### src/rtl/fetch_stage.sv
// rtl/fetch_stage.sv - LEGv8 instruction-fetch stage: PC, IF/ID register, redirect/squash, fault.
// Optional end-of-program halt detection is enabled by defining FETCH_HALT_DETECT_EN.
module fetch_stage #(
    parameter int N = 64
) (
    input  logic         clk,
    input  logic         reset,
    input  logic         stall,
    input  logic         branch_taken,
    input  logic [N-1:0] branch_target,
    output logic [5:0]   imem_addr,
    input  logic [31:0]  imem_q,
    output logic [N-1:0] pc_F,
    output logic [31:0]  instr_D,
    output logic [N-1:0] pc_D,
    output logic         valid_D,
    output logic         halted,
    output logic         fault,
    output logic [31:0]  fetch_cnt
);

    typedef enum logic [1:0] {
        S_RUN    = 2'd0,
        S_HALTED = 2'd1,
        S_FAULT  = 2'd2
    } state_t;

    localparam logic [31:0] HALT_WORD = 32'hB400001F;
    localparam logic [N-1:0] LAST_PC  = N'(252);

    state_t state;
    state_t state_next;

    logic target_bad;
    logic last_word;
    logic halt_word;
    logic run_go;
    logic do_redirect;
    logic do_fetch;

    assign imem_addr = pc_F[7:2];

    // Only the 64-word ROM (byte addresses 0..255, word aligned) is fetchable.
    assign target_bad = (branch_target[1:0] != 2'b00) || (branch_target[N-1:8] != '0);
    assign last_word  = (pc_F == LAST_PC);

`ifdef FETCH_HALT_DETECT_EN
    assign halt_word = (imem_q == HALT_WORD);
`else
    assign halt_word = 1'b0;
`endif

    assign run_go      = (state == S_RUN) && !stall;
    assign do_redirect = run_go && branch_taken && !target_bad;
    assign do_fetch    = run_go && !branch_taken;

    always_ff @(posedge clk or posedge reset) begin
        if (reset) begin
            state <= S_RUN;
        end else begin
            state <= state_next;
        end
    end

    always_comb begin
        state_next = state;
        case (state)
            S_RUN: begin
                if (!stall) begin
                    if (branch_taken) begin
                        if (target_bad) begin
                            state_next = S_FAULT;
                        end
                    end else if (last_word) begin
                        state_next = S_FAULT;
                    end else if (halt_word) begin
                        state_next = S_HALTED;
                    end
                end
            end
            S_HALTED: state_next = S_HALTED;
            S_FAULT:  state_next = S_FAULT;
            default:  state_next = S_FAULT;
        endcase
    end

    always_comb begin
        fault = (state == S_FAULT);
`ifdef FETCH_HALT_DETECT_EN
        halted = (state == S_HALTED);
`else
        halted = 1'b0;
`endif
    end

    // pc_F holds on the delivering edge of the last ROM word or a halt word,
    // so it stays frozen at the PC that caused the state change.
    always_ff @(posedge clk or posedge reset) begin
        if (reset) begin
            pc_F      <= '0;
            instr_D   <= '0;
            pc_D      <= '0;
            valid_D   <= 1'b0;
            fetch_cnt <= '0;
        end else if (state != S_RUN) begin
            valid_D <= 1'b0;
            if (state == S_FAULT) begin
                instr_D <= '0;
            end
        end else if (!stall) begin
            if (branch_taken) begin
                if (do_redirect) begin
                    pc_F <= branch_target;
                end
                instr_D <= '0;
                valid_D <= 1'b0;
            end else if (do_fetch) begin
                instr_D <= imem_q;
                pc_D    <= pc_F;
                valid_D <= 1'b1;
                if (fetch_cnt != 32'hFFFF_FFFF) begin
                    fetch_cnt <= fetch_cnt + 32'd1;
                end
                if (!last_word && !halt_word) begin
                    pc_F <= pc_F + N'(4);
                end
            end
        end
    end

endmodule

### config.mk
export PLATFORM = sky130hd
export DESIGN_NAME = fetch_stage
export DESIGN_NICKNAME = d
export VERILOG_FILES = /design/src/rtl/fetch_stage.sv
export SDC_FILE = /design/constraint.sdc
export NUM_CORES = 1
export LEC_CHECK = 0
export CAP_MARGIN = 20
export CORE_UTILIZATION = 42
export DETAILED_ROUTE_END_ITERATION = 8
export HOLD_SLACK_MARGIN = 0.05
export PLACE_DENSITY = 0.77
export SYNTH_ARGS = -nofsm -noshare
export SYNTH_HDL_FRONTEND = slang
export SYNTH_SLANG_ARGS = --single-unit
### constraint.sdc
create_clock -name clk -period 6.4 [get_ports clk]
set_input_delay 0.96 -clock clk [delete_from_list [all_inputs] [get_ports clk]]
set_output_delay 0.96 -clock clk [all_outputs]
set_load 0.02 [all_outputs]
==> flow_metrics.env, run 1 <==
export IMPL_slew_headroom=0.3092
export IMPL_gp_congestion=0.9058
export IMPL_startpoint_type="input port"
export IMPL_grt_pass1_wl_um=46580
export IMPL_ys_warn_count=0
export IMPL_netlist_area_um2=9415
export IMPL_port_buffers=299
export IMPL_drive_above_1_share=0.04577
export IMPL_die_w_um=151.7
export IMPL_maxCapViolCount=0
export IMPL_crit_arrival_ns=4.33
export IMPL_cts_resized_gates=0
export IMPL_io_pins=301
export IMPL_ys_ff_latch=195
export IMPL_synthArstFlopShare=1.000
export IMPL_fp_coreArea_um2=21890
export IMPL_synthCells=1024
export IMPL_status="finished, final reports clean"
export IMPL_peakVddDrop_v=0.0001418
export IMPL_required_ns=6.73
export IMPL_clock_latency_ns=0.43
export IMPL_hold_class="reg -> reg"
export IMPL_fillers=1901
export IMPL_clockRootBuffer="clkbuf_16"
export IMPL_grt_overflow_total=0
export IMPL_dieArea_um2=23020
export IMPL_areaGrowthSynthToFinish_pct=39.26
export IMPL_crit_buf_inv=2
export IMPL_clock_path_buffers=2
export IMPL_num_antenna_cells=0
export IMPL_max_freq_mhz=249.8
export IMPL_ys_types=60
export IMPL_worst_slack_ns=2.398
export IMPL_critPathCaptureType="register"
export IMPL_die_y_um=151.7
export IMPL_cp_top_family="simple AND/OR/NAND/NOR gates"
export IMPL_cts_sinks=195
export IMPL_cts_made_buffers=17
export IMPL_start_util=0.4301
export IMPL_p_leak_nw=5.496
export IMPL_syn_nets=1126
export IMPL_fin_nets=1379
export IMPL_finalSetupTns_ns=0
export IMPL_setup_viol=0
export IMPL_hold_violations=0
export IMPL_holdBufCountCts=0
export IMPL_power_density_nw_per_um2=196.3
export IMPL_viasPerCell=5.845
export IMPL_cts_setup_buffers=0
export IMPL_finClkSkew_ns=0.01003
export IMPL_critPathSlowestCell="a21oi_4"
export IMPL_htreeDepth=4
export IMPL_clkSlewWorstSetupHoldPaths_ns=0.08
export IMPL_wl_per_cell_um=19.21
export IMPL_antenna_found_initial=0
export IMPL_cts_tree="built"
export IMPL_ys_seq_area_frac=0.5183
export IMPL_place_ws_ns=2.033
export IMPL_first_iter_violations=720
export IMPL_dr_pass1_iters=5
export IMPL_grt_max_degree=145
export IMPL_fp_row_count=54
export IMPL_dp_hpwl_um=21190
export IMPL_grt_pass1_vias=8490
export IMPL_synth_area_per_cell_um2=9.195
export IMPL_grt_setup_unrepaired="false"
export IMPL_synth_edf_count=0
export IMPL_slew_violations=0
export IMPL_synth_flop_cell="dfrtp_1"
export IMPL_power_mw=2.574
export IMPL_wl_um=30130
export IMPL_period_share=0.6254
export IMPL_drcViolationCount=0
export IMPL_grt_total_usage=0.2629
export IMPL_crit_chain="clkdlybuf4s50_1 -> nor4_1 -> nand4_1 -> or4_4 -> a21oi_4 -> buf_4 -> o21ai_0 -> a22o_1"
export IMPL_min_period_ns=4.002
export IMPL_crit_type="in -> reg"
export IMPL_tightest_slew_ns=1.036
export IMPL_vias=9171
export IMPL_antenna_left=0
export IMPL_path_max_fanout=33
export IMPL_critPathMaxStageDelay_ns=0.70
[final timing paths]
| check | startpoint | to | slack, ns | cells past startpoint |
|---|---|---|---|---|
| setup / recovery | branch_target[56] | pc_F[28] | 2.40 | 8 |
| hold reg to reg | pc_D[40] | pc_D[40] | 0.48 | 2 |
| min in group asynchronous | reset | instr_D[6] | 0.84 | 2 |
| max in group asynchronous | reset | fetch_cnt[6] | 4.06 | 4 |
| setup reg to reg | pc_F[14] | pc_F[32] | 2.82 | 7 |
| hold / removal | pc_D[40] | pc_D[40] | 0.48 | 2 |
[cell usage after synthesis, types with 7 or more instances]
library cell,number,share of area
buf_4,7,0.0056
a22o_1,34,0.032
and3_1,10,0.0066
buf_2,11,0.0058
and2_1,7,0.0047
nand2_1,240,0.096
nor3_1,9,0.0048
nor4_1,43,0.029
o22ai_1,10,0.0066
nor2b_1,7,0.0047
nor2_1,33,0.013
xnor2_1,28,0.026
clkbuf_1,48,0.019
dfrtp_1,195,0.52
inv_1,11,0.0044
o31ai_1,13,0.010
nand4_1,35,0.023
nand3_1,40,0.021
a21oi_1,72,0.038
a21o_1,7,0.0056
and4_1,16,0.015
o21ai_0,59,0.031
[per-layer routing]
layer,vias up,GRT usage,wire length (um)
met4,0,0.1020,804
met1,4464,0.3622,12800
met5,-,0,0
met3,52,0.05329,2582
met2,464,0.4057,13950
li1,4191,-,-
[power breakdown]
| group | switching [mW] | internal, mW | total, mW |
|---|---|---|---|
| combinational | 0.113 | 0.113 | 0.227 |
| clock | 0.500 | 0.555 | 1.06 |
| sequential | 0.0429 | 1.25 | 1.29 |
| total | 0.656 | 1.92 | 2.57 |
[through the flow]
stage / cell area (um2) / std cells / hold slack [ns] / util
4_1_cts: 13080 / 1568 / 0.4807 / 0.5977
3_5_place_dp: 12520 / 1537 / 0.4625 / 0.5718
6_report: 13110 / 1569 / 0.4759 / 0.5989
5_1_grt: 13110 / 1569 / 0.5063 / 0.5989
2_1_floorplan: 9415 / 1024 / 0.4593 / -
3_3_place_gp: 12520 / 1537 / 0.4570 / 0.5718
[area by class of cell]
class                      count  area [um2]  share of cell area
multi-input combinational    744        4192              0.3197
inverter                      11       48.80            0.003722
tap                          280       350.3             0.02672
timing repair buffer         308        3075              0.2346
clock buffer                  19       442.9             0.03378
clock inverter                12       122.6            0.009352
sequential                   195        4880              0.3722
[cells in the final DEF (no fill, tap or decap), drive strengths merged, types with 3 or more instances in the layout]
cell type and n:
mux2i 3, a21oi 72, or3 5, o22ai 10, or2 3, o22a 6
nor4 46, clkbuf 19, nand4 36, a22o 34, inv 17, nor2 34
o41ai 6, nor3 10, o2bb2ai 3, xnor2 28, buf 10, nand2 240
o21ai 59, a31oi 6, and2 8, nand3 40, or4 5, a2bb2oi 6
o31ai 13, and4 16, clkinvlp 4, a21o 7, dfrtp 195, a22oi 5
clkdlybuf4s50 298, and3 10, nand2b 4, nor2b 7
[state kept, by name, summed over array words and instances (netlist names)]
signal / count
fetch_cnt: 32
valid_D: 1
pc_D: 64
state: 2
pc_F: 64
instr_D: 32
[worst reg2reg max path: stages (launching register included)]
cell	delay, ns
dfrtp_1	0.51
nor4_1	0.51
nand4_1	0.23
o41ai_1	0.83
a21o_1	0.66
buf_4	0.45
a21oi_1	0.08
o22a_1	0.20
[cells by family after synthesis]
family,after synthesis,share of synthesized area
and+or+nand+nor,469,0.2454
AOI/OAI and AO/OA,238,0.1616
DFF,195,0.5183
buffers and inverters,85,0.03933
xor gates and xnor gates,30,0.02791
muxes,4,0.004385
adders and majority gates,2,0.002657
other,1,0.0003983
Power figures use the tool's default switching activity.
==> run 2, diff against run 1 <==
--- a/config.mk
+++ b/config.mk
@@ -6,10 +6,10 @@
 export NUM_CORES = 1
 export LEC_CHECK = 0
 export CAP_MARGIN = 20
-export CORE_UTILIZATION = 42
+export CORE_UTILIZATION = 47
 export DETAILED_ROUTE_END_ITERATION = 8
 export HOLD_SLACK_MARGIN = 0.05
-export PLACE_DENSITY = 0.77
+export PLACE_DENSITY = 0.81
 export SYNTH_ARGS = -nofsm -noshare
 export SYNTH_HDL_FRONTEND = slang
 export SYNTH_SLANG_ARGS = --single-unit
==> constraint.sdc (replaced) <==
create_clock -name clk -period 4.1 [get_ports clk]
set_input_delay 0.615 -clock clk [delete_from_list [all_inputs] [get_ports clk]]
set_output_delay 0.615 -clock clk [all_outputs]
set_load 0.02 [all_outputs]
==> flow_metrics.env, run 2 (synthesis results as in run 1) <==
export IMPL_vias=9200
export IMPL_first_iter_violations=779
export IMPL_setup_viol=0
export IMPL_start_util=0.4822
export IMPL_dieArea_um2=20600
export IMPL_max_freq_mhz=311.2
export IMPL_dp_hpwl_um=21430
export IMPL_fin_cells=1563
export IMPL_cts_sinks=195
export IMPL_grt_overflow_total=0
export IMPL_dr_pass1_iters=6
export IMPL_place_ws_ns=0.6783
export IMPL_power_density_nw_per_um2=305.7
export IMPL_hold_violations=0
export IMPL_grt_pass1_vias=8694
export IMPL_finalSetupTns_ns=0
export IMPL_startpoint_type="register"
export IMPL_slew_violations=0
export IMPL_cts_setup_buffers=0
export IMPL_cts_made_buffers=17
export IMPL_die_y_um=143.5
export IMPL_required_ns=4.46
export IMPL_p_leak_nw=5.527
export IMPL_critPathCaptureType="register"
export IMPL_fin_nets=1387
export IMPL_grt_total_usage=0.2968
export IMPL_io_pins=301
export IMPL_fp_coreArea_um2=19530
export IMPL_drive_above_1_share=0.05316
export IMPL_crit_type="reg -> reg"
export IMPL_period_share=0.7838
export IMPL_drcViolationCount=0
export IMPL_crit_chain="ha_1 -> and4_1 -> nand4_1 -> nor3_2 -> nand4_1 -> or4_1 -> o211ai_1"
export IMPL_cpMostUsedCell="nand4_1"
export IMPL_fp_row_count=51
export IMPL_wl_um=30080
export IMPL_critPathMaxStageDelay_ns=0.72
export IMPL_grt_pass1_wl_um=47280
export IMPL_min_period_ns=3.214
export IMPL_holdBufCountCts=0
export IMPL_mostFrequentLayoutCells="298 x clkdlybuf4s50_1, 240 x nand2_1, 195 x dfrtp_1"
export IMPL_crit_arrival_ns=3.57
export IMPL_cp_top_family="simple AND/OR/NAND/NOR gates"
export IMPL_clock_latency_ns=0.44
export IMPL_ff2ff_path_depth=7
export IMPL_finClkSkew_ns=0.01073
export IMPL_reg_top3="pc_D (64), pc_F (64)"
export IMPL_grt_max_degree=88
export IMPL_viasPerCell=5.886
export IMPL_antenna_found_initial=0
export IMPL_path_max_fanout=9
export IMPL_antenna_left=0
export IMPL_worst_slack_ns=0.8864
export IMPL_worstSetupPathDepth=7
export IMPL_maxCapViolCount=0
export IMPL_port_buffers=299
export IMPL_peakVddDrop_v=0.0002985
export IMPL_critPathSlowestCell="nor3_2"
export IMPL_clockRootBuffer="clkbuf_16"
export IMPL_tightest_slew_ns=0.9789
export IMPL_clock_path_buffers=2
export IMPL_slew_headroom=0.3474
export IMPL_gp_congestion=0.9011
export IMPL_crit_buf_inv=0
export IMPL_clkSlewWorstSetupHoldPaths_ns=0.07
export IMPL_wl_per_cell_um=19.24
export IMPL_die_w_um=143.5
export IMPL_whs_ns=0.4177
export IMPL_grt_setup_unrepaired="false"
export IMPL_cts_tree="built"
export IMPL_dp_cells=1531
export IMPL_fin_util=0.6741
export IMPL_hold_class="in -> async"
export IMPL_areaGrowthSynthToFinish_pct=39.80
export IMPL_cts_resized_gates=0
export IMPL_layout_cells_most_common="clkdlybuf4s50_1"
export IMPL_htreeDepth=4
export IMPL_num_antenna_cells=0
export IMPL_status="finished, final reports clean"
## run 2: cell types whose count changed in the layout (fill, tap and decap cells not counted)
| cell | previous run | this run |
|---|---|---|
| buf_4 | 8 | 15 |
| buf_12 | 0 | 2 |
| buf_16 | 1 | 0 |
| bufinv_16 | 1 | 0 |
| clkbuf_1 | 1 | 0 |
| clkinv_1 | 0 | 1 |
| clkinv_2 | 1 | 0 |
| clkinv_8 | 0 | 1 |
| clkinvlp_4 | 4 | 5 |
| inv_1 | 10 | 9 |
| inv_6 | 4 | 5 |
| inv_8 | 3 | 4 |
## run 2: area by class of cell
cell class	count	area, um2
clock inverters	14	135.1
multi-input cells	744	4192
well taps	265	331.6
repair buffers	316	3141
clock buffers	18	439.2
inverters	11	45.04
flip-flops and latches	195	4880
fillers	1660	6364
## run 2: layer usage
| layer | wire (um) | global-route usage | up-vias |
|---|---|---|---|
| met2 | 14030 | 0.4581 | 507 |
| met1 | 12140 | 0.3940 | 4407 |
| met5 | 0 | 0 | - |
| met4 | 1083 | 0.1232 | 0 |
| met3 | 2826 | 0.08064 | 85 |
| li1 | - | - | 4201 |
## run 2: report_power, final
group	internal (mW)	switching, mW	leakage, nW	total (mW)
clock network	0.825	0.830	0.271	1.65
registers	1.95	0.0666	2.64	2.02
logic	0.178	0.176	2.62	0.354
## run 2: metrics by stage
| stage | instance area, um2 | total power, mW |
|---|---|---|
| 2_1_floorplan | 9419 | 2.183 |
| 3_3_place_gp | 12590 | 2.399 |
| 3_5_place_dp | 12590 | 2.404 |
| 4_1_cts | 13160 | 4.044 |
| 5_1_grt | 13160 | 4.155 |
| 6_report | 13160 | 4.024 |
## run 2: worst register-to-register path: stages, from the launching register on
cell and delay [ns]:
dfrtp_1 0.51, ha_1 0.28, and4_1 0.41, nand4_1 0.34
nor3_2 0.72, nand4_1 0.26, or4_1 0.52, o211ai_1 0.10
## run 2: path summary, 6_finish.rpt
check                      slack, ns  startpoint         end
min                             0.42       reset     pc_D[1]
min reg2reg                     0.47    pc_D[59]    pc_D[59]
max                             0.89     pc_F[2]    pc_F[60]
min in group clk                0.47    pc_D[59]    pc_D[59]
max reg2reg                     0.89     pc_F[2]    pc_F[60]
max in group asynchronous       2.80       reset  instr_D[4]
==> run 3, diff against run 2 <==
--- a/config.mk
+++ b/config.mk
@@ -6,10 +6,10 @@
 export NUM_CORES = 1
 export LEC_CHECK = 0
 export CAP_MARGIN = 20
-export CORE_UTILIZATION = 47
+export CORE_UTILIZATION = 42
 export DETAILED_ROUTE_END_ITERATION = 8
 export HOLD_SLACK_MARGIN = 0.05
-export PLACE_DENSITY = 0.81
+export PLACE_DENSITY = 0.77
 export SYNTH_ARGS = -nofsm -noshare
 export SYNTH_HDL_FRONTEND = slang
 export SYNTH_SLANG_ARGS = --single-unit
==> constraint.sdc (replaced) <==
create_clock -name clk -period 2.7 [get_ports clk]
set_input_delay 0.405 -clock clk [delete_from_list [all_inputs] [get_ports clk]]
set_output_delay 0.405 -clock clk [all_outputs]
set_load 0.02 [all_outputs]
==> flow_metrics.env, run 3 (synthesis results as in run 1) <==
export IMPL_hold_class="in -> async"
export IMPL_dp_hpwl_um=23230
export IMPL_cts_tree="built"
export IMPL_holdBufCountCts=0
export IMPL_grt_total_usage=0.2749
export IMPL_pwr_share_comb=0.106
export IMPL_fin_util=0.6460
export IMPL_drcViolationCount=0
export IMPL_die_y_um=151.7
export IMPL_layout_cells_most_common="clkdlybuf4s50_1"
export IMPL_antenna_found_initial=1
export IMPL_path_max_fanout=15
export IMPL_gp_congestion=0.9282
export IMPL_fp_coreArea_um2=21890
export IMPL_clock_power_share=0.419
export IMPL_crit_arrival_ns=2.95
export IMPL_slew_violations=0
export IMPL_wl_um=31410
export IMPL_cts_made_buffers=17
export IMPL_viasPerCell=5.672
export IMPL_ff2ff_path_depth=7
export IMPL_dpl_cell_area_um2=13510
export IMPL_min_period_ns=2.638
export IMPL_grt_max_degree=69
export IMPL_die_w_um=151.7
export IMPL_required_ns=3.01
export IMPL_startpoint_type="input port"
export IMPL_internal_power_mw=4.772
export IMPL_dieArea_um2=23020
export IMPL_p_leak_nw=6.148
export IMPL_crit_type="in -> reg"
export IMPL_setup_viol=0
export IMPL_tightest_slew_ns=1.063
export IMPL_peakVddDrop_v=0.0003231
export IMPL_period_share=0.9770
export IMPL_grt_pass1_wl_um=48940
export IMPL_stdcell_area_um2=14140
export IMPL_whs_ns=0.4392
export IMPL_switchingPower_mw=1.575
export IMPL_finalSetupTns_ns=0
export IMPL_maxCapViolCount=0
export IMPL_mostFrequentLayoutCells="298 x clkdlybuf4s50_1, 240 x nand2_1, 195 x dfrtp_1"
export IMPL_power_mw=6.348
export IMPL_dr_pass1_iters=5
export IMPL_clock_path_buffers=2
export IMPL_antenna_left=0
export IMPL_cts_sinks=195
export IMPL_clock_latency_ns=0.44
export IMPL_grt_overflow_total=0
export IMPL_p_seq_frac=0.475
export IMPL_clkSlewWorstSetupHoldPaths_ns=0.07
export IMPL_fin_nets=1502
export IMPL_finClkSkew_ns=0.01069
export IMPL_wl_per_cell_um=18.55
export IMPL_clockRootBuffer="clkbuf_16"
export IMPL_fp_row_count=54
export IMPL_areaGrowthSynthToFinish_pct=50.21
export IMPL_first_iter_violations=695
export IMPL_drive_above_1_share=0.1331
export IMPL_slew_headroom=0.2916
export IMPL_power_density_nw_per_um2=448.9
export IMPL_io_pins=301
export IMPL_status="finished, final reports clean"
export IMPL_critPathCaptureType="register"
export IMPL_htreeDepth=4
export IMPL_start_util=0.4301
export IMPL_grt_pass1_vias=9028
export IMPL_reg_top3="pc_D (64), pc_F (64)"
export IMPL_vias=9603
export IMPL_max_freq_mhz=379.1
export IMPL_hold_violations=0
export IMPL_port_buffers=299
export IMPL_p_sw_frac=0.2482
[run 3: cell count changes in the layout (fill, tap and decap cells not counted), moves of 2 or more]
cell and change:
buf_4 +112, nor4_1 -5, nor4_2 +5, buf_12 +3
bufinv_16 +3, clkinv_2 +3, inv_8 -3, clkinvlp_4 -2
[run 3: metal layers]
metal,share of wire,up-vias,GRT usage
met4,0.018,0,0.07772
met3,0.080,50,0.04431
met2,0.48,463,0.4357
li1,-,4429,-
met5,0,-,0
met1,0.43,4661,0.3877
[run 3: layout make-up]
type                    count  area (um2)
fillers                  1841        7749
flip-flops and latches    195        4880
multi-input cells         744        4223
repair buffers            431        4041
clock buffers              17       425.4
well taps                 280       350.3
clock inverters            14       175.2
inverters                  11       45.04
diodes                      1       2.502
[run 3: path summary, 6_finish.rpt]
check	startpoint	end	slack [ns]
worst max-delay path	branch_target[24]	pc_F[38]	0.06
worst min-delay path	reset	pc_D[44]	0.44
worst max register to register	pc_F[60]	pc_F[63]	0.13
worst min register to register	pc_D[48]	pc_D[48]	0.48
max in group asynchronous	reset	pc_D[13]	1.54
min in group clk	pc_D[48]	pc_D[48]	0.48
[run 3: stage by stage]
stage	instances	setup WS (ns)
after floorplan	1024	-0.2234
after global placement	1661	-0.3053
after detailed placement	1661	-0.3382
after CTS	1692	0.1047
after global routing	1693	-0.03903
final	1693	0.06209
[run 3: critical path, stage by stage]
cell and delay, ns:
clkdlybuf4s50_1 0.47, nor4_1 0.53, nand3_1 0.22, or4_4 0.47, a211o_1 0.28, buf_4 0.20, o41ai_1 0.36
[run 3: power groups by stage]
stage | logic (mW) | registers (mW) | clock network [mW]
CTS | 0.674 | 3.01 | 2.70
detailed placement | 0.671 | 3.07 | 0
finish | 0.675 | 3.01 | 2.66
global route | 0.723 | 3.02 | 2.82
floorplan | 0.191 | 3.12 | 0
global placement | 0.662 | 3.07 | 0
[run 3: timing repair]
action	CTS	global route
setup endpoints to repair	0	4
setup buffers	0	0
resized for setup	0	5
